==> src/rtl/lsu_pkg.sv <==
// Shared types and constants for the load/store unit: access type codes, FSM states, window defaults.
// Pure declarations; no latency or flow control of its own.
package lsu_pkg;

  localparam logic [2:0] TYPE_B  = 3'b000;
  localparam logic [2:0] TYPE_H  = 3'b001;
  localparam logic [2:0] TYPE_W  = 3'b010;
  localparam logic [2:0] TYPE_BU = 3'b011;
  localparam logic [2:0] TYPE_HU = 3'b100;

  localparam logic [2:0] MEM_TYPE_WORD = 3'b010;

  localparam logic [31:0] DMEM_BASE_DEF  = 32'h8000_0000;
  localparam int          DMEM_BYTES_DEF = 4096;
  localparam logic [31:0] ROM_BASE_DEF   = 32'h0010_0000;
  localparam int          ROM_BYTES      = 8;

  typedef enum logic [1:0] {IDLE, READ, WRITE, RESP} lsu_state_t;

  function automatic logic is_byte(input logic [2:0] t);
    return (t == TYPE_B) || (t == TYPE_BU);
  endfunction

  function automatic logic is_half(input logic [2:0] t);
    return (t == TYPE_H) || (t == TYPE_HU);
  endfunction

  // 33-bit compare so a window ending at 2^32 cannot wrap
  function automatic logic in_window(input logic [31:0] addr, input logic [31:0] base,
                                     input int bytes);
    logic [32:0] a;
    logic [32:0] lo;
    logic [32:0] hi;
    a  = {1'b0, addr};
    lo = {1'b0, base};
    hi = lo + 33'(bytes);
    return (a >= lo) && (a < hi);
  endfunction

endpackage

==> src/rtl/lsu_lane.sv <==
// Byte/halfword lane logic: extended load value and read-modify-write merged store word.
// Combinational, zero latency, no flow control.
module lsu_lane
  import lsu_pkg::*;
(
  input  logic [1:0]  off,
  input  logic [2:0]  typ,
  input  logic [31:0] word,
  input  logic [31:0] wdata,
  output logic [31:0] load_val,
  output logic [31:0] store_word
);

  logic [7:0]  lane_byte;
  logic [15:0] lane_half;

  always_comb begin
    lane_byte  = word[{off, 3'b000} +: 8];
    lane_half  = off[1] ? word[31:16] : word[15:0];
    load_val   = word;
    store_word = wdata;
    if (is_byte(typ)) begin
      load_val   = {{24{lane_byte[7] & (typ == TYPE_B)}}, lane_byte};
      store_word = word;
      store_word[{off, 3'b000} +: 8] = wdata[7:0];
    end else if (is_half(typ)) begin
      load_val   = {{16{lane_half[15] & (typ == TYPE_H)}}, lane_half};
      store_word = word;
      store_word[{off[1], 4'b0000} +: 16] = wdata[15:0];
    end
  end

endmodule

==> src/rtl/lsu_ctrl.sv <==
// Load/store control: one request at a time, word-only DMEM traffic, sub-word stores via read-modify-write.
// Latency load 2 / word store 2 / sub-word store 3 / error 1; req_ready low while busy, response held until rsp_ready.
module lsu_ctrl
  import lsu_pkg::*;
#(
  parameter logic [31:0] DMEM_BASE  = DMEM_BASE_DEF,
  parameter int          DMEM_BYTES = DMEM_BYTES_DEF,
  parameter logic [31:0] ROM_BASE   = ROM_BASE_DEF
) (
  input  logic        clk,
  input  logic        rst,
  input  logic        req_valid,
  output logic        req_ready,
  input  logic        req_we,
  input  logic [2:0]  req_type,
  input  logic [31:0] req_addr,
  input  logic [31:0] req_wdata,
  output logic        rsp_valid,
  input  logic        rsp_ready,
  output logic [31:0] rsp_rdata,
  output logic        rsp_err,
  output logic        mem_read,
  output logic        mem_write,
  output logic [31:0] mem_addr,
  output logic [31:0] mem_wdata,
  output logic [2:0]  mem_type,
  input  logic [31:0] mem_rdata
);

  lsu_state_t  state;
  logic        op_we;
  logic [2:0]  op_type;
  logic [1:0]  op_off;
  logic [31:0] op_wdata;

  logic        misalign;
  logic        in_ram;
  logic        in_rom;
  logic        bad;
  logic        word_op;
  logic [31:0] load_val;
  logic [31:0] store_word;

  always_comb begin
    word_op  = !is_byte(req_type) && !is_half(req_type);
    misalign = is_half(req_type) ? req_addr[0] : (word_op && (req_addr[1:0] != 2'b00));
    in_ram   = in_window(req_addr, DMEM_BASE, DMEM_BYTES);
    in_rom   = in_window(req_addr, ROM_BASE, ROM_BYTES);
    // the ROM window is read-only, so stores only qualify inside RAM
    bad      = misalign || (req_we ? !in_ram : !(in_ram || in_rom));
  end

  lsu_lane u_lane (
    .off        (op_off),
    .typ        (op_type),
    .word       (mem_rdata),
    .wdata      (op_wdata),
    .load_val   (load_val),
    .store_word (store_word)
  );

  always_ff @(posedge clk or posedge rst) begin
    if (rst) begin
      state     <= IDLE;
      req_ready <= 1'b0;
      rsp_valid <= 1'b0;
      rsp_rdata <= 32'h0;
      rsp_err   <= 1'b0;
      mem_read  <= 1'b0;
      mem_write <= 1'b0;
      mem_addr  <= 32'h0;
      mem_wdata <= 32'h0;
      mem_type  <= 3'b000;
      op_we     <= 1'b0;
      op_type   <= 3'b000;
      op_off    <= 2'b00;
      op_wdata  <= 32'h0;
    end else begin
      mem_type <= MEM_TYPE_WORD;
      case (state)
        IDLE: begin
          req_ready <= 1'b1;
          if (req_valid && req_ready) begin
            req_ready <= 1'b0;
            op_we     <= req_we;
            op_type   <= req_type;
            op_off    <= req_addr[1:0];
            op_wdata  <= req_wdata;
            if (bad) begin
              rsp_valid <= 1'b1;
              rsp_err   <= 1'b1;
              rsp_rdata <= 32'h0;
              state     <= RESP;
            end else if (req_we && word_op) begin
              mem_write <= 1'b1;
              mem_addr  <= {req_addr[31:2], 2'b00};
              mem_wdata <= req_wdata;
              state     <= WRITE;
            end else begin
              mem_read <= 1'b1;
              mem_addr <= {req_addr[31:2], 2'b00};
              state    <= READ;
            end
          end
        end
        READ: begin
          mem_read <= 1'b0;
          if (op_we) begin
            mem_write <= 1'b1;
            mem_wdata <= store_word;
            state     <= WRITE;
          end else begin
            mem_addr  <= 32'h0;
            rsp_valid <= 1'b1;
            rsp_rdata <= load_val;
            rsp_err   <= 1'b0;
            state     <= RESP;
          end
        end
        WRITE: begin
          mem_write <= 1'b0;
          mem_addr  <= 32'h0;
          mem_wdata <= 32'h0;
          rsp_valid <= 1'b1;
          rsp_rdata <= 32'h0;
          rsp_err   <= 1'b0;
          state     <= RESP;
        end
        RESP: begin
          if (rsp_ready) begin
            rsp_valid <= 1'b0;
            rsp_rdata <= 32'h0;
            rsp_err   <= 1'b0;
            req_ready <= 1'b1;
            state     <= IDLE;
          end
        end
        default: state <= IDLE;
      endcase
    end
  end

endmodule

==> config.mk <==
export PLATFORM = sky130hd
export DESIGN_NAME = lsu_ctrl
export DESIGN_NICKNAME = d
export VERILOG_FILES = /design/src/rtl/lsu_pkg.sv /design/src/rtl/lsu_lane.sv /design/src/rtl/lsu_ctrl.sv
export SDC_FILE = /design/constraint.sdc
export NUM_CORES = 1
export LEC_CHECK = 0
export BUFFER_PORTS_ARGS = -buffer_cell sky130_fd_sc_hd__buf_4
export CAP_MARGIN = 10
export CELL_PAD_IN_SITES_DETAIL_PLACEMENT = 1
export CELL_PAD_IN_SITES_GLOBAL_PLACEMENT = 1
export CORE_AREA = 5 5 110 190
export DETAILED_ROUTE_END_ITERATION = 8
export DIE_AREA = 0 0 115 195
export GPL_TIMING_DRIVEN = 0
export PLACE_DENSITY_LB_ADDON = 0.1
export SLEW_MARGIN = 20
export SYNTH_ARGS = -nofsm -noshare
export SYNTH_HDL_FRONTEND = slang
export SYNTH_SLANG_ARGS = --single-unit
==> constraint.sdc <==
create_clock -name clk -period 4.5 [get_ports clk]
set_input_delay 0.225 -clock clk [delete_from_list [all_inputs] [get_ports clk]]
set_output_delay 0.225 -clock clk [all_outputs]
set_load 0.02 [all_outputs]
# Word-level counts from Yosys, hierarchy flattened
# Cells that the tools add are included.
# Widths: inputs -> output; s select.
[word_totals]
ff_bits = 142
rom_bits = 0
latchBits = 0
mem_bits_rw = 0
word_cells = 122
n_memories = 0
output_inout_bits = 104
[op_classes]
n_bitwise = 2
n_addsub = 2
n_mul = 0
order_cmp = 4
n_shift = 5
reduce_logical = 30
eq_ne = 17
n_div = 0
n_mux = 48
[ops]
columns = ["cell", "n"]
rows = [
  ["$mux 32", 15],
  ["$pmux 32 s3", 2],
  ["$pmux 32 s4", 1],
  ["$bwmux 32", 2],
  ["$ge 32x21->1 const B", 1],
  ["$ge 32x32->1 const B", 1],
  ["$lt 32x21->1 const B", 1],
  ["$lt 32x32->1 const B", 1],
  ["$shift 16x7->32 const A", 1],
  ["$shift 8x7->32 const A", 1],
  ["$shiftx 16x7->32", 1],
  ["$shiftx 32x6->8", 1],
  ["$shiftx 8x7->32", 1],
  ["$mux 1", 17],
  ["$mux 16", 1],
  ["$ne 2x2->1 const B", 8],
  ["$neg 5->7", 2],
  ["$reduce_and 4->1", 3],
  ["$mux 2", 4],
  ["$pmux 1 s4", 2],
  ["$pmux 2 s4", 1],
  ["$eq 3x1->1 const B", 2],
  ["$eq 3x2->1 const B", 2],
  ["$eq 3x3->1 const B", 2],
  ["14 further kinds", 35],
]

# Logic depth before layout (Yosys ltp)
# Gate-level depths: netlist (run 1).
[logic_depth]
depth_word = 10
mapped_depth = 9

# Cells and area by module
# Synthesis (run 1) repeated with hierarchy kept, for this count alone.
[hier_totals]
hier_cells = 957
hier_area_um2 = 8785.9
[by_module_without_submodules]
columns = ["mod", "cells_each", "area_each_um2", "seq_area_each_um2", "instances"]
rows = [
  ["lsu_ctrl", 617, 6308.6, 3503.4, 1],
  ["lsu_lane", 340, 2477.4, 0.0, 1],
]

# Worst setup path before layout (run 1)
# No wires, ideal clock.
[synth_path]
kind = "register to register"
from = "reg op_off[0]"
to = "reg mem_wdata[18]"
slack_ps = 2314
arrival_ps = 2061
path_buffers = 2
stages_incl_launch_ff = 10
synth_period_minus_slack_ps = 2186
path_cell_list = "dfrtp_1 buf_2 inv_1 ha_1 nor4bb_1 clkbuf_1 a21oi_1 a21oi_1 a22o_1 mux2_2"
[synth_via]
elab_chain_len = 6
[synth_lines]
columns = ["element", "line_no", "source"]
rows = [
  ["from (decl)", "lsu_ctrl.sv:33", "logic [1:0] op_off;"],
  ["from (signal assigned)", "lsu_ctrl.sv:87", "op_off <= req_addr[1:0];"],
  ["$neg 5->7 (*)", "lsu_lane.sv:25", "store_word[{off, 3'b000} +: 8] = wdata[7:0];"],
  ["$shiftx 8x7->32 or $shift 8x7->32 (tied branches)", "lsu_lane.sv:25", ""],
  ["$bwmux 32 (*)", "lsu_lane.sv:25", ""],
  ["$mux 32 (*)", "lsu_lane.sv:22", "if (is_byte(typ)) begin"],
  ["$mux 32 (*)", "lsu_ctrl.sv:108", "if (op_we) begin"],
  ["$pmux 32 s3 (*)", "lsu_ctrl.sv:80", "case (state)"],
  ["to (signal assigned)", "lsu_ctrl.sv:97", "mem_wdata <= req_wdata;"],
  ["to (signal assigned)", "lsu_ctrl.sv:110", "mem_wdata <= store_word;"],
  ["to (decl)", "lsu_ctrl.sv:25", "output logic [31:0] mem_wdata,"],
]
# Every way passes the cells marked *; elsewhere a longest branch is shown, timed or not. The select of a mux whose other input is x is not followed.
# A chain may end at the register's enable or synchronous reset.

# Worst setup path after layout (run 1)
[layout_path]
from = "reg op_off[0]"
to = "reg mem_wdata[16]"
# The elaborated chain is that of the path after synthesis.

==> results_dict.tcl, run 1 <==
set metrics [dict create \
    status "complete, no violations" \
    tritoncts "built" \
    synth_top_area_share 0.456 \
    reg2reg_depth 9 \
    post-route-drc-count 0 \
    cap_viol_max_count 0 \
    powerDensity_mw_per_mm2 791 \
    vdd_drop_max_mv 0.487 \
    reg2reg_from "op_off[0]" \
    n_antenna_cell 0 \
    synth.area.top_cells "dfrtp_1, mux2_2, mux2i_1" \
    dpl.hpwl_um 23500 \
    fillers 2182 \
    clockBufferDepth 2 \
    clkTransAtPathRegs_ps 70 \
    critPathRequiredTime_ps 4870 \
    max_slew_margin 0.455 \
    drt_iter0_drc 264 \
    min_from "req_wdata[8]" \
    power_switching_share 0.454 \
    clock_skew_ps 6.72 \
    synth-seq-area-share 0.456 \
    vias 6960 \
    synth_compound_area_frac 0.182 \
    fp.dieH_um 195 \
    hold_ws_ps 38.1 \
    io_pins 208 \
    top_layer_used "met4" \
    start_util 0.402 \
    post-route-period-util 0.629 \
    worst_pin_slew_ps 817 \
    root_buffer "clkbuf_16" \
    die-area_mm2 0.0224 \
    fmax_mhz 353 \
    synth_top_family_by_area "compound AO/OA/AOI/OAI gates" \
    final_nets 1066 \
    hold_violations 0 \
    grt_pass1_wl_um 45500 \
    grt_pass1_vias 8045 \
    met2_length_um 15800 \
    synth_xor_xnor_area_share 0.00440 \
    power_frac_comb 0.556 \
    die_w_um 115 \
    detail_route.vias_per_cell 5.77 \
    synth_fa_ha_area_frac 0.0147 \
    seqPwrFrac 0.266 \
    antenna_left 0 \
    std_cell_rows 67 \
    cts_buffers 17 \
    critPathMaxFanout 10 \
    clock-sinks 140 \
    grt_max_degree 77 \
    hold_class "input port to flip-flop" \
    post_cts_buffers 0 \
    area_growth_pct 32.2 \
    regToRegEndpoint "mem_wdata[16]" \
    htreeDepth 4 \
    rsz0062_at_grt "no" \
    gp_congestion 0.895 \
    drive_above_1_share 0.356 \
    cts_resized 0 \
    core_area_mm2 0.0191 \
    synth_area_leader_cell "dfrtp_1" \
    drt_pass1_iterations 4 \
    maxSlewViolCount 0 \
    grt_overflow 0 \
    p_leak_nw 4.90 \
    track_usage 0.266 \
    synthArstFlopShare 1.00 \
    port_buffers 203 \
    worstHoldEndpoint "op_wdata[8]" \
    reg2reg_slack_ps 1670 \
    setup_ws_ps 1670 \
    multi_input_area_mm2 0.00386 \
    muxShareOfSynthArea 0.175 \
    seq_area_mm2 0.00350 \
    drt-met1-wl_um 10200 \
    wl_per_cell_um 24.5 \
    power.switching_mw 3.65 \
    met3_length_um 1700 \
    synth_edf_count 0 \
    pre_cts_ws_ps 1670 \
    yosys.area_share.simple 0.123 \
    syn_inst 726 \
    ys.flop_type "dfrtp_1" \
    min_period_ps 2830 \
    fin_util 0.532 \
    syn_area_mm2 0.00768 \
    clockPowerShare 0.178 \
    criticalPathCategory "flip-flop to flip-flop" \
    grt_antenna_before_repair 0 \
    intPower_mw 4.39 \
    cp.arrival_ps 3200 \
    hold_depth 2 \
    setup-violations-final 0 \
    yosys_warnings 0 \
    wl_um 29600 \
    ys_seq_elements 140 \
    cp-end-kind "flip-flop" \
    ys_types 54 \
    start_kind "flip-flop" \
    synth_area_per_cell_um2 10.6 \
    clk_latency_ps 430 \
]
## layout make-up
class,count,share of cell area
multi-input cells,516,0.380
flip-flops and latches,140,0.345
repair buffers,205,0.154
clock buffers,17,0.0419
well taps,241,0.0297
plain buffers,63,0.0288
clock inverters,15,0.0165
inverters,10,0.00443
## layout by cell type (no fill, tap or decap), types with 6 or more instances in the layout
cell type,count
nor2b_1,34
a22o_1,25
clkbuf_16,17
o2bb2ai_1,24
clkbuf_1,35
a311oi_1,8
o221ai_1,16
mux2i_1,36
nand3_1,19
o211ai_1,16
and3_1,21
inv_6,6
nand2_1,52
inv_8,7
mux4_2,8
inv_1,8
or3_1,9
o21ai_0,36
buf_2,15
nor2_1,18
a21oi_1,64
ha_1,9
buf_4,209
mux2_2,65
dfrtp_1,140
## power groups by stage
stage / Combinational (mW) / Sequential, mW / Clock [mW]
after floorplan: 2.74 / 2.27 / 0
after global routing: 4.82 / 2.18 / 1.52
after global placement: 4.32 / 2.11 / 0
after detailed placement: 4.46 / 2.15 / 0
after CTS: 4.49 / 2.13 / 1.46
final: 4.47 / 2.14 / 1.43
## how the worst max path moves through the flow
stage                     to  slack, ps  depth (start not counted)      start
2_1_floorplan   mem_addr[10]        520                          1        rst
3_3_place_gp    mem_wdata[8]      -1050                          2        rst
3_5_place_dp   mem_wdata[16]       1670                          9  op_off[0]
4_1_cts        mem_wdata[17]       1640                          9  op_off[0]
5_1_grt        mem_wdata[19]       1520                          9  op_off[0]
6_report       mem_wdata[16]       1670                          9  op_off[0]
## sequential cells by signal, indices dropped and copies added, names as in the netlist
| register | flops |
|---|---|
| mem_addr | 30 |
| mem_read | 1 |
| mem_type | 1 |
| mem_wdata | 32 |
| mem_write | 1 |
| op_off | 2 |
| op_type | 3 |
| op_wdata | 32 |
| op_we | 1 |
| req_ready | 1 |
| rsp_err | 1 |
| rsp_rdata | 32 |
| rsp_valid | 1 |
| state | 2 |
## per-layer routing
metal | up-vias | track usage
met4 | 0 | 0.150
li1 | 3135 | -
met2 | 246 | 0.482
met5 | - | 0
met3 | 76 | 0.0616
met1 | 3503 | 0.275
## synthesized netlist by cell type (2+ instances only)
cell type / instances
and3_1: 21
buf_6: 2
buf_2: 15
inv_1: 9
mux2i_1: 36
dfrtp_1: 140
nand3_1: 19
a211oi_1: 2
nand4_1: 2
a21o_1: 3
nor2b_1: 34
a22o_1: 25
conb_1: 2
o211ai_1: 16
o2bb2ai_1: 24
nand2_1: 52
nor4_1: 5
a21oi_1: 64
clkbuf_1: 35
o221ai_1: 16
nor4bb_1: 3
xnor2_1: 2
buf_1: 5
nor2_1: 18
nand2b_1: 5
mux2_2: 65
a311oi_1: 8
buf_4: 6
o21ai_0: 36
or3_1: 9
nor3_1: 4
mux2_4: 5
o2111a_1: 2
ha_1: 9
mux4_2: 8
## through the flow
| step | instance area, µm² | TNS (ps) | power (mW) | std cells |
|---|---|---|---|---|
| 6_report | 10200 | 0 | 8.04 | 1207 |
| 5_1_grt | 10200 | 0 | 8.52 | 1207 |
| 4_1_cts | 10200 | 0 | 8.08 | 1207 |
| 3_5_place_dp | 9560 | 0 | 6.61 | 1174 |
| 3_3_place_gp | 9520 | -145160 | 6.43 | 1173 |
| 2_1_floorplan | 7700 | 0 | 5.01 | 729 |
## repair_timing
action | in CTS | in global routing
hold buffers | 1 | 0
endpoints found under the setup margin | 0 | 0
hold endpoints to repair | 75 | 0
## cell families (layout without fill, tap and decap cells)
group                      after synthesis  in the layout
other                                    2              5
xor gates and xnor gates                 3              3
and+or+nand+nor                        180            180
AOI/OAI and AO/OA                      205            205
buffers and inverters                   73            310
DFF                                    140            140
adders and majority gates                9              9
muxes                                  114            114
## worst max-delay path, cell delays in order, from the launching register on
cell      delay [ps]
dfrtp_1          470
buf_2            260
inv_1            140
ha_1             390
nor4bb_1         500
clkbuf_1         350
a21oi_1          150
a21oi_1          200
a22o_1           170
mux2_2           150
Power figures use the tool's default switching activity.
==> run 2, diff against run 1 <==
==> constraint.sdc (replaced) <==
create_clock -name clk -period 2.88 [get_ports clk]
set_input_delay 0.144 -clock clk [delete_from_list [all_inputs] [get_ports clk]]
set_output_delay 0.144 -clock clk [all_outputs]
set_load 0.02 [all_outputs]
==> run 2 against run 1 <==
Compared with the run above: die area unchanged; maximum frequency up 2.6%; count of clock-buffer cells in the layout up 2; combinational power up 59%; clock power up 55%; global-route usage up 0.70 points; register-to-register slack worse by 1500 ps; clock skew up 1.4 ps; sequential cell count unchanged; critical path type unchanged; critical endpoint is now mem_wdata[18]; largest cell class unchanged.
==> results_dict.tcl, run 2 (synthesis results as in run 1) <==
set metrics [dict create \
    drive_above_1_share 0.341 \
    criticalPathCategory "flip-flop to flip-flop" \
    detail_route.vias_per_cell 5.74 \
    fillers 2117 \
    layout_commonest_cell "buf_4" \
    multi_input_area_mm2 0.00386 \
    wl_per_cell_um 24.3 \
    crit_family "buffers and inverters" \
    maxSlewViolCount 0 \
    hold_violations 0 \
    power_switching_share 0.449 \
    critPathRequiredTime_ps 3250 \
    layout.cells.most_common_list "buf_4, dfrtp_1, mux2_2" \
    setup-violations-final 0 \
    start_kind "flip-flop" \
    p_leak_nw 5.09 \
    fp.dieH_um 195 \
    fmax_mhz 362 \
    core_area_mm2 0.0191 \
    vdd_drop_max_mv 0.638 \
    crit_chain "clkbuf_4 > inv_1 > ha_2 > nor4bb_1 > clkbuf_1 > a21oi_1 > a21oi_1 > a22o_1 > mux2_2" \
    clkTransAtPathRegs_ps 60 \
    cts_buffers 17 \
    antenna_left 0 \
    crit_buf_inv 3 \
    vias 7206 \
    power.switching_mw 5.68 \
    gp_congestion 0.892 \
    grt_pass1_vias 8251 \
    crit_path_max_incr_delay_ps 510 \
    final_nets 1115 \
    powerDensity_mw_per_mm2 1190 \
    worst_pin_slew_ps 886 \
    port_buffers 203 \
    grt_antenna_before_repair 0 \
    io_pins 208 \
    power_frac_comb 0.561 \
    status "complete, no violations" \
    cpMaxStageDelayCell "nor4bb_1" \
    track_usage 0.273 \
    dpl.hpwl_um 23500 \
    area_growth_pct 38.9 \
    cp-end-kind "flip-flop" \
    hold_ws_ps 13.6 \
    seq_area_mm2 0.00350 \
    clk_latency_ps 430 \
    grt_max_degree 34 \
    critPathMaxFanout 10 \
    post-route-drc-count 0 \
    clock_skew_ps 8.08 \
    tritoncts "built" \
    start_util 0.402 \
    die_w_um 115 \
    crit_top_cell "a21oi_1" \
    clockBufferDepth 2 \
    htreeDepth 4 \
    hold_class "input port to flip-flop" \
    max_slew_margin 0.405 \
    seqPwrFrac 0.264 \
    root_buffer "clkbuf_16" \
    intPower_mw 6.97 \
    drt_pass1_iterations 5 \
    top_regs "mem_wdata: 32 flops, op_wdata: 32 flops, rsp_rdata: 32 flops" \
    clock-sinks 140 \
    grt_pass1_wl_um 47100 \
    clockPowerShare 0.175 \
    std_cell_rows 67 \
    cap_viol_max_count 0 \
    post_cts_buffers 0 \
    fin_util 0.558 \
    drt_iter0_drc 285 \
    min_period_ps 2760 \
    n_antenna_cell 0 \
    die-area_mm2 0.0224 \
    wl_um 30500 \
    post-route-period-util 0.958 \
    grt_overflow 0 \
    cp.arrival_ps 3130 \
]
==> run 2: cell types whose count changed in the layout (fill, tap and decap cells not counted), moves of 3 or more <==
cell and delta:
buf_12 +3, clkinv_4 +3, clkinvlp_4 +3, dlygate4sd3_1 +46, inv_6 -4, inv_8 -7
==> run 2: final timing paths <==
check / startpoint / endpoint / slack [ps] / depth (start not counted)
setup / recovery: op_off[0] / mem_wdata[18] / 120 / 9
hold / removal: req_addr[31] / mem_addr[31] / 10 / 3
setup reg to reg: op_off[0] / mem_wdata[18] / 120 / 9
hold reg to reg: rsp_rdata[19] / rsp_rdata[19] / 500 / 1
max in group asynchronous: rst / mem_addr[26] / 1750 / 5
min in group asynchronous: rst / mem_wdata[14] / 350 / 3
==> run 2: power by group through the flow <==
| stage | registers [mW] | logic [mW] | clock network (mW) |
|---|---|---|---|
| global route | 3.39 | 7.63 | 2.34 |
| global placement | 3.29 | 6.74 | 0 |
| floorplan | 3.55 | 4.28 | 0 |
| detailed placement | 3.35 | 6.98 | 0 |
| CTS | 3.32 | 7.08 | 2.24 |
| finish | 3.35 | 7.09 | 2.21 |
==> run 2: area by class of cell <==
type / count / share of cell area
timing repair buffer: 254 / 0.195
clock buffer: 19 / 0.0415
tap: 241 / 0.0283
sequential: 140 / 0.328
buffer: 63 / 0.0277
multi-input combinational: 516 / 0.362
clock inverter: 12 / 0.0132
inverter: 10 / 0.00387
==> run 2: metrics by stage <==
stage          TNS [ps]  power (mW)  std cells  worst slack [ps]  cell area (µm²)
2_1_floorplan         0        7.83        729               694             7700
3_3_place_gp          0        10.0       1173               122             9530
3_5_place_dp          0        10.3       1177              92.1             9610
4_1_cts               0        12.6       1255              50.0            10700
5_1_grt           -4.13        13.4       1255             -2.72            10700
6_report              0        12.7       1255               120            10700
==> run 2: tightest hold or removal path: cells and delay by family <==
kind                   cells  cell delay, ps
AO/OA/AOI/OAI              1              80
buffers and inverters      1             120
AND/OR/NAND/NOR            1              50
==> run 2: routing by layer <==
| layer | up-vias | share of wire | track usage | wire, µm |
|---|---|---|---|---|
| met1 | 3587 | 0.35 | 0.293 | 10800 |
| met4 | 0 | 0.064 | 0.157 | 1940 |
| li1 | 3236 | - | - | - |
| met5 | - | 0 | 0 | 0 |
| met2 | 281 | 0.53 | 0.488 | 16300 |
| met3 | 102 | 0.050 | 0.0539 | 1530 |
==> run 2: repair_timing <==
| item | in CTS | in global routing |
|---|---|---|
| resized for setup | 0 | 2 |
| setup endpoints to repair | 0 | 11 |
| endpoints found under the hold margin | 65 | 0 |
| hold buffers | 47 | 0 |
